**config.mk**
```make
export PLATFORM = sky130hd
export DESIGN_NAME = controlador_execucao
export DESIGN_NICKNAME = d
export VERILOG_FILES = /design/src/rtl/ctrl_pkg.sv /design/src/rtl/debounce_botao.sv /design/src/rtl/controlador_execucao.sv
export SDC_FILE = /design/constraint.sdc
export NUM_CORES = 1
export LEC_CHECK = 0
export CAP_MARGIN = 10
export CORE_ASPECT_RATIO = 1.2
export CORE_MARGIN = 2
export CORE_UTILIZATION = 45
export CTS_BUF_LIST = sky130_fd_sc_hd__clkbuf_8
export DETAILED_ROUTE_END_ITERATION = 8
export PLACE_DENSITY = 0.81
export SKIP_CTS_REPAIR_TIMING = 1
export SLEW_MARGIN = 15
export SYNTH_ARGS = -nofsm -noshare
export SYNTH_HDL_FRONTEND = slang
export SYNTH_SLANG_ARGS = --single-unit
export TNS_END_PERCENT = 100
```
**constraint.sdc**
```tcl
create_clock -name clock -period 3 [get_ports clock]
set_clock_uncertainty 0.15 [all_clocks]
set_input_delay 0.6 -clock clock [delete_from_list [all_inputs] [get_ports clock]]
set_output_delay 0.6 -clock clock [all_outputs]
set_load 0.01 [all_outputs]
```
**src/rtl/ctrl_pkg.sv**
```systemverilog
// ctrl_pkg: shared types and default constants for the execution controller.
//   estado_t            - controller FSM state encoding (5 states, 3 bits)
//   DEBOUNCE_CYCLES_DEF - default stable-sample count for the button debouncer
//   INSTR_CNT_WIDTH_DEF - default width of the committed-instruction counter
//   DATA_WIDTH_DEF      - default width of the OUT display word
package ctrl_pkg;

    typedef enum logic [2:0] {
        EXECUTA      = 3'd0,
        ESPERA_IN    = 3'd1,
        ESPERA_PASSO = 3'd2,
        LIBERA       = 3'd3,
        PARADO       = 3'd4
    } estado_t;

    localparam int DEBOUNCE_CYCLES_DEF = 16;
    localparam int INSTR_CNT_WIDTH_DEF = 16;
    localparam int DATA_WIDTH_DEF      = 28;

endpackage

```
**src/rtl/debounce_botao.sv**
```systemverilog
// debounce_botao: 2-FF synchronizer, debounce counter and rising-edge pulse
// for a raw push-button.
// Ports:
//   clock       in  system clock, rising edge
//   reset       in  synchronous, active-high reset
//   botao       in  raw button, asynchronous to clock
//   botao_pulso out one-cycle pulse per accepted 0->1 transition
module debounce_botao
    import ctrl_pkg::*;
#(
    parameter int DEBOUNCE_CYCLES = DEBOUNCE_CYCLES_DEF
) (
    input  logic clock,
    input  logic reset,
    input  logic botao,
    output logic botao_pulso
);

    localparam int CW = (DEBOUNCE_CYCLES > 1) ? $clog2(DEBOUNCE_CYCLES) : 1;

    logic          sync1_q;
    logic          sync2_q;
    logic [CW-1:0] cnt_q;
    logic          nivel_q;
    logic          pulso_q;

    // cnt_q counts consecutive samples that disagree with the accepted level;
    // the level flips on the DEBOUNCE_CYCLES-th such sample.
    always_ff @(posedge clock) begin
        if (reset) begin
            sync1_q <= 1'b0;
            sync2_q <= 1'b0;
            cnt_q   <= '0;
            nivel_q <= 1'b0;
            pulso_q <= 1'b0;
        end else begin
            sync1_q <= botao;
            sync2_q <= sync1_q;
            pulso_q <= 1'b0;
            if (sync2_q == nivel_q) begin
                cnt_q <= '0;
            end else if (cnt_q == CW'(DEBOUNCE_CYCLES - 1)) begin
                cnt_q   <= '0;
                nivel_q <= sync2_q;
                pulso_q <= sync2_q;
            end else begin
                cnt_q <= cnt_q + 1'b1;
            end
        end
    end

    assign botao_pulso = pulso_q;

endmodule

```
**src/rtl/controlador_execucao.sv**
```systemverilog
// controlador_execucao: gates the single-cycle CPU with a clock enable and
// services its IN / OUT / HALT opcodes.
// Optional feature: define CTRL_MODO_PASSO_EN to enable single-step mode;
// without it modo_passo is ignored and ESPERA_PASSO is not built.
// Ports:
//   clock, reset         system clock / synchronous active-high reset
//   botao                raw confirm/step push-button
//   modo_passo           single-step request (level)
//   OpIn, OpOut, OpHalt  decoded opcode flags of the current instruction
//   dado_saida           CPU display word
//   cpu_en               CPU clock enable (Mealy)
//   saida_reg            word latched by the last OUT
//   saida_valida         one-cycle pulse after saida_reg updates
//   esperando_entrada    waiting for IN confirmation
//   parado               halted
//   contador_instr       committed-instruction count (wraps)
//
// state        | meaning
// EXECUTA      | free run, cpu_en follows opcodes
// ESPERA_IN    | IN stalled until a button pulse
// ESPERA_PASSO | step mode, waiting for a button pulse
// LIBERA       | one enabled cycle to commit the stalled instruction
// PARADO       | halted until reset
module controlador_execucao
    import ctrl_pkg::*;
#(
    parameter int DEBOUNCE_CYCLES = DEBOUNCE_CYCLES_DEF,
    parameter int DATA_WIDTH      = DATA_WIDTH_DEF,
    parameter int INSTR_CNT_WIDTH = INSTR_CNT_WIDTH_DEF
) (
    input  logic                       clock,
    input  logic                       reset,
    input  logic                       botao,
    input  logic                       modo_passo,
    input  logic                       OpIn,
    input  logic                       OpOut,
    input  logic                       OpHalt,
    input  logic [DATA_WIDTH-1:0]      dado_saida,
    output logic                       cpu_en,
    output logic [DATA_WIDTH-1:0]      saida_reg,
    output logic                       saida_valida,
    output logic                       esperando_entrada,
    output logic                       parado,
    output logic [INSTR_CNT_WIDTH-1:0] contador_instr
);

    estado_t                    estado_q, estado_d;
    logic                       botao_pulso;
    logic [DATA_WIDTH-1:0]      saida_q;
    logic                       valida_q;
    logic [INSTR_CNT_WIDTH-1:0] cnt_q;

    debounce_botao #(
        .DEBOUNCE_CYCLES(DEBOUNCE_CYCLES)
    ) u_deb (
        .clock      (clock),
        .reset      (reset),
        .botao      (botao),
        .botao_pulso(botao_pulso)
    );

`ifndef CTRL_MODO_PASSO_EN
    logic unused_modo_passo;
    assign unused_modo_passo = modo_passo;
`endif

    always_comb begin
        estado_d          = estado_q;
        cpu_en            = 1'b0;
        esperando_entrada = 1'b0;
        parado            = 1'b0;
        case (estado_q)
            EXECUTA: begin
                if (OpHalt)      estado_d = PARADO;
                else if (OpIn)   estado_d = ESPERA_IN;
`ifdef CTRL_MODO_PASSO_EN
                else if (modo_passo) estado_d = ESPERA_PASSO;
`endif
                else             cpu_en   = 1'b1;
            end
            ESPERA_IN: begin
                esperando_entrada = 1'b1;
                if (botao_pulso) estado_d = LIBERA;
            end
`ifdef CTRL_MODO_PASSO_EN
            ESPERA_PASSO: begin
                if (botao_pulso)      estado_d = LIBERA;
                else if (!modo_passo) estado_d = EXECUTA;
            end
`endif
            LIBERA: begin
                cpu_en   = 1'b1;
                estado_d = EXECUTA;
            end
            PARADO: begin
                parado = 1'b1;
            end
            default: estado_d = EXECUTA;
        endcase
    end

    always_ff @(posedge clock) begin
        if (reset) begin
            estado_q <= EXECUTA;
            saida_q  <= '0;
            valida_q <= 1'b0;
            cnt_q    <= '0;
        end else begin
            estado_q <= estado_d;
            valida_q <= cpu_en & OpOut;
            if (cpu_en && OpOut) saida_q <= dado_saida;
            if (cpu_en)          cnt_q   <= cnt_q + 1'b1;
        end
    end

    assign saida_reg      = saida_q;
    assign saida_valida   = valida_q;
    assign contador_instr = cnt_q;

endmodule

```
==> flow_metrics.env <==
export IMPL_synth_area_leaders="dfxtp_1 50%, mux2i_1 13%, nor2_1 7.4%"
export IMPL_first_pass_iters=4
export IMPL_yosysTopAreaCell="dfxtp_1"
export IMPL_cp_start_kind="input port"
export IMPL_die_area_mm2=0.00553
export IMPL_status="complete, no violations"
export IMPL_antenna_left=0
export IMPL_ys_ff_latch=56
export IMPL_cp_arrival_ns=1.94
export IMPL_fin_crit_ns=2.69
export IMPL_htreeDepth=2
export IMPL_slew_headroom_pct=57.0
export IMPL_syn_area_mm2=0.00223
export IMPL_synth_top_area_share_pct=50.3
export IMPL_root_buffer="clkbuf_8"
export IMPL_synth_common_cells="56 x dfxtp_1, 44 x nor2_1, 30 x mux2i_1, 12 x xnor2_1"
export IMPL_drt_wl_total_mm=4.78
export IMPL_rr_worst_depth=5
export IMPL_drive_gt1_share_pct=6.17
export IMPL_largest_reg_flops=28
export IMPL_r2r_end="contador_instr[13]"
export IMPL_first_iter_violations=125
export IMPL_insertion_delay_ns=0.31
export IMPL_p_leak_nw=1.09
export IMPL_async_flop_share_pct=0
export IMPL_cts_buffer_depth=2
export IMPL_nets=344
export IMPL_grt_pass1_vias=1730
export IMPL_viasPerCell=5.16
export IMPL_chipHeight_um=81.1
export IMPL_rsz0062_at_grt="no"
export IMPL_cts_tree="built"
export IMPL_ys_seq_area_share_pct=50.3
export IMPL_reg2reg_slack_ns=0.72
export IMPL_grt_pass1_wl_mm=7.78
export IMPL_avgSynthCellArea_um2=9.85
export IMPL_drc_errors=0
export IMPL_reg2reg_from="estado_q[1]"
export IMPL_cpPeakStageDelay_ns=0.51
export IMPL_crit_fanout=2
export IMPL_tightest_slew_ns=0.645
export IMPL_wl_per_cell_um=13.0
export IMPL_holdCritPathClass="flop to flop"
export IMPL_place_congestion=0.792
export IMPL_worstPathCellList="clkdlybuf4s50_1 > or4_1 > a21oi_1 > dlymetal6s2s_1"
export IMPL_cp_endpoint="cpu_en"
export IMPL_crit_slowest_cell="or4_1"
export IMPL_top_layer="met4"
export IMPL_synth_fp_nets=263
export IMPL_ys_flop_type="dfxtp_1"
export IMPL_area_growth_pct=44.8
export IMPL_min_delay_path_depth=2
export IMPL_fin_crit_sh_pct=89.5
export IMPL_cts_sinks=56
export IMPL_p_total_mw=1.41
export IMPL_track_usage_pct=18.3
export IMPL_max_cap_violations=0
export IMPL_grt_max_degree=37
export IMPL_critPathKind="input port to primary output"
export IMPL_synthDistinctLibCells=34
export IMPL_setup_viol=0
export IMPL_portBuffers=81
export IMPL_vias=1899
export IMPL_die_w_um=68.2
export IMPL_ys_warn_count=0
export IMPL_cts_buffers=5
export IMPL_met2_length_mm=2.35
export IMPL_syn_instance_count=226
export IMPL_synthMostInstantiatedCell="dfxtp_1"
export IMPL_fin_area_mm2=0.00322
export IMPL_num_antenna_cells=0
export IMPL_finalHoldViolations=0
export IMPL_coreArea_mm2=0.00483
export IMPL_fmax_ghz=0.372
export IMPL_placed_area_mm2=0.00311
export IMPL_rows=28
export IMPL_dp_slack_ns=-0.0730
export IMPL_antenna_found_initial=0
export IMPL_slew_viol_final=0
export IMPL_crit_path_start="OpIn"
export IMPL_power_density_mw_per_mm2=436
export IMPL_start_util_pct=46.1
export IMPL_end_kind="primary output"
export IMPL_overflow=0
export IMPL_boundaryPins=83
export IMPL_wl_met3_um=336
export IMPL_setup_slack_ns=0.314
export IMPL_path_clk_slew_ns=0.09
export IMPL_dp_hpwl_mm=3.39
export IMPL_required_ns=2.25
export IMPL_synth_enable_flop_cells=0
export IMPL_wl_met1_mm=2.04
export IMPL_ir_drop_mv=0.336
## kinds of logic after synthesis
| family | count (synthesis) | share of synthesized area [%] |
|---|---|---|
| AND/OR/NAND/NOR | 84 | 17.8 |
| buffers and inverters | 16 | 3.48 |
| adder cells (fa/ha/maj) | 2 | 1.12 |
| flip-flops | 56 | 50.3 |
| multiplexers | 30 | 13.5 |
| XOR/XNOR | 13 | 5.11 |
| AO/OA/AOI/OAI | 25 | 8.71 |
## layout make-up
class	instances	area (um^2)
inverters	3	11.3
flip-flops and latches	56	1120
repair buffers	87	866
clock buffers	5	68.8
fillers	402	1610
multi-input cells	154	1040
well taps	60	75.1
clock inverters	3	42.5
## critical path, delay by kind of cell
family                 cells  cell delay (ns)
buffers and inverters      2             0.64
AND/OR/NAND/NOR            1             0.51
AO/OA/AOI/OAI              1             0.19
## power breakdown
part           internal [mW]  switching, mW  leakage [nW]
sequential             0.760         0.0141         0.454
clock                  0.247          0.239        0.0541
combinational         0.0897         0.0553         0.586
## metal layers
metal,track usage [%],vias up
li1,-,950
met1,22.2,891
met2,29.7,52
met3,6.79,6
met4,6.00,0
met5,0,-
## through the flow
step / util [%] / hold slack [ns] / std cells / TNS [ns]
2_1_floorplan: - / 0.260 / 226 / 0
3_3_place_gp: 64.3 / 0.262 / 360 / -0.0938
3_5_place_dp: 64.3 / 0.281 / 360 / -0.0730
4_1_cts: 66.6 / 0.297 / 368 / -0.0931
5_1_grt: 66.7 / 0.307 / 368 / 0
6_report: 66.7 / 0.291 / 368 / 0
## worst min path at each step
stage                            startpoint            end
after floorplan           u_deb.botao_pulso    estado_q[1]
after global placement    u_deb.botao_pulso    estado_q[1]
after detailed placement      u_deb.sync1_q  u_deb.sync2_q
after CTS                 u_deb.botao_pulso    estado_q[1]
after global routing      u_deb.botao_pulso    estado_q[1]
final                     u_deb.botao_pulso    estado_q[1]
## cell usage in the layout (no fill, tap or decap), drive strengths merged, types with 4 or more instances in the layout
cell / count
clkdlybuf4s50: 79
dfxtp: 56
nor2: 44
mux2i: 30
xnor2: 12
nand2: 9
a21oi: 9
nand3: 8
buf: 7
clkbuf: 5
a2111oi: 5
o21ai: 4
or3: 4
No activity file was read; power rests on OpenSTA's default activity.
==> edit, RTL diff (same settings) <==
Make the reset (`reset`) asynchronous in 2 clocked blocks. Comments in the files are not updated.
--- a/src/rtl/debounce_botao.sv
+++ b/src/rtl/debounce_botao.sv
@@ -26,7 +26,7 @@
 
     // cnt_q counts consecutive samples that disagree with the accepted level;
     // the level flips on the DEBOUNCE_CYCLES-th such sample.
-    always_ff @(posedge clock) begin
+    always_ff @(posedge clock or posedge reset) begin
         if (reset) begin
             sync1_q <= 1'b0;
             sync2_q <= 1'b0;
--- a/src/rtl/controlador_execucao.sv
+++ b/src/rtl/controlador_execucao.sv
@@ -99,7 +99,7 @@
         endcase
     end
 
-    always_ff @(posedge clock) begin
+    always_ff @(posedge clock or posedge reset) begin
         if (reset) begin
             estado_q <= EXECUTA;
             saida_q  <= '0;
Function: differs if reset is asserted again (counterexample within 4 cycles, from zero or initial values and one cycle with reset high); with reset held inactive, the same outputs for 10 cycles.
==> edit against the unedited design <==
Non-clock buffer count down 2; first-iteration DRC count down 8.0%; area after synthesis up 0.96%; routed wire length down 7.6%; register-to-register slack worse by 0.10 ns; worst hold slack worse by 0.080 ns; highest routed layer unchanged; design area up 1.2%; setup slack better by 0.051 ns; sequential cell count unchanged; cell count down 16%.
Power is not compared: it rests on default switching activity, and its combinational part moved more than twofold at a synthesized area within 25%.
==> edit: results (changes against the unedited design) <==
run_status:
  status: "completed"
power_and_ir_drop:
  power.leakage_nw: 1.39
  ir_drop_uv: 349
setup_path:
  slowest_delay_ns: 0.50
  crit_family: "buffers and inverters"
  cp.arrival_ns: 1.89  # -0.05 ns
  worst_path_max_delay_cell: "or4_4"
  cp_max_fo: 2  # unchanged
placed_design:
  numPortBuffers: 81  # unchanged
  gp_congestion: 0.726  # -8.4%
  dpl.hpwl_um: 3260  # -3.7%
  dpl_cell_area_um2: 3150  # +1.4%
finish:
  drive_above_1_share: 0.149  # +0.0875
  antennaDiodeCount: 0  # unchanged
  largest_reg_flops: 28  # unchanged
  fin_nets: 284  # -17%
  n_fill_cell: 406  # +1.0%
yosys:
  synthAdderAreaFrac: 0.0111  # -0.000106
  yosysMostFrequentCell: "dfrtp_1"
  async_flop_share: 1.00  # +1.00
  yosys_warnings: 0  # unchanged
  ys_seq_area_frac: 0.623  # +0.120
  synthTopCellsByCount: "dfrtp_1, mux2_2, xnor2_1"
  synthXorXnorAreaFrac: 0.0662  # +0.0151
  ys_top_cells_by_area: "dfrtp_1, mux2_2, mux2_1"
  yosysUniqueCellTypes: 28  # -18%
  synth_fp_nets: 196  # -25%
  synth-compound-area-share: 0.0211  # -0.0659
  muxShareOfSynthArea: 0.150  # +0.0154
clocking:
  root_buffer: "clkbuf_8"
  clk_latency_ns: 0.30
  clk_pin_slew_ns: 0.09  # about the same
  htree_levels: 2  # unchanged
  numCtsBuffers: 5  # unchanged
  clock_path_buffers: 2  # unchanged
global_route:
  met1_usage: 0.211  # -0.0116
  grtUsageMet3: 0.0575  # -0.0103
  grt_antenna_before_repair: 0  # unchanged
  grt_pass1_wl_um: 7170  # -7.9%
  grt_max_degree: 34  # -8.1%
  first_global_vias: 1570  # -9.2%
  grt_usage: 0.171  # -0.0119
  grtUsageMet2: 0.287  # -0.0105
sta:
  slew_headroom: 0.648  # +0.0786
  fin_crit_sh: 0.878  # -0.0169
worst_hold_path:
  hold_path.class: "reg -> reg"
route:
  wl_met1_um: 1870  # -8.4%
  top_layer_used: "met4"
  vias: 1542  # -19%
  dr.pass1.iters: 4  # unchanged
  wirelength_um: 4420  # -7.6%
  wl_met2_um: 2210  # -5.8%
  drtIter0Drc: 115  # -8.0%
  wl_met3_um: 298  # -11%
==> edit: cell types whose count changed after synthesis, sizes merged, moves of 6 or more <==
| cell | change |
|---|---|
| clkbuf | -7 |
| dfrtp | +56 |
| dfxtp | -56 |
| mux2 | +30 |
| mux2i | -30 |
| nor2 | -41 |
| xor2 | +6 |
==> edit: metrics by stage <==
stage	std cells	total power [mW]	setup slack (ns)
finish	308	1.80	0.365
global route	308	1.89	0.282
floorplan	159	1.08	0.761
global placement	300	1.33	-0.0239
CTS	308	1.82	-0.0250
detailed placement	300	1.35	-0.00747
==> edit: power by group <==
part	switching [mW]	leakage, nW	internal (mW)
clock	0.233	0.0593	0.245
sequential	0.0673	0.699	0.851
combinational	0.139	0.635	0.265
total	0.439	1.39	1.36
==> edit: final timing paths <==
check                                         from                             to  slack [ns]  cells past startpoint
max in group asynchronous                    reset  contador_instr[4]$_DFFE_PP0P_        1.64                      3
setup / recovery                              OpIn                         cpu_en        0.36                      4
min in group asynchronous                    reset      saida_reg[27]$_DFFE_PP0P_        0.50                      2
setup reg to reg           estado_q[0]$_DFFE_PP0P_      saida_reg[19]$_DFFE_PP0P_        0.62                      6
hold reg to reg            u_deb.sync1_q$_DFF_PP0_        u_deb.sync2_q$_DFF_PP0_        0.21                      0
hold / removal             u_deb.sync1_q$_DFF_PP0_        u_deb.sync2_q$_DFF_PP0_        0.21                      0
==> edit: area by class of cell <==
cell class	count	area, um2	area share
Multi-Input combinational cell	95	797	0.244
Sequential cell	56	1400	0.429
Tap cell	60	75.1	0.0230
Clock buffer	5	68.8	0.0211
Clock inverter	3	38.8	0.0119
Timing Repair Buffer	85	868	0.266
Inverter	4	15.0	0.00460
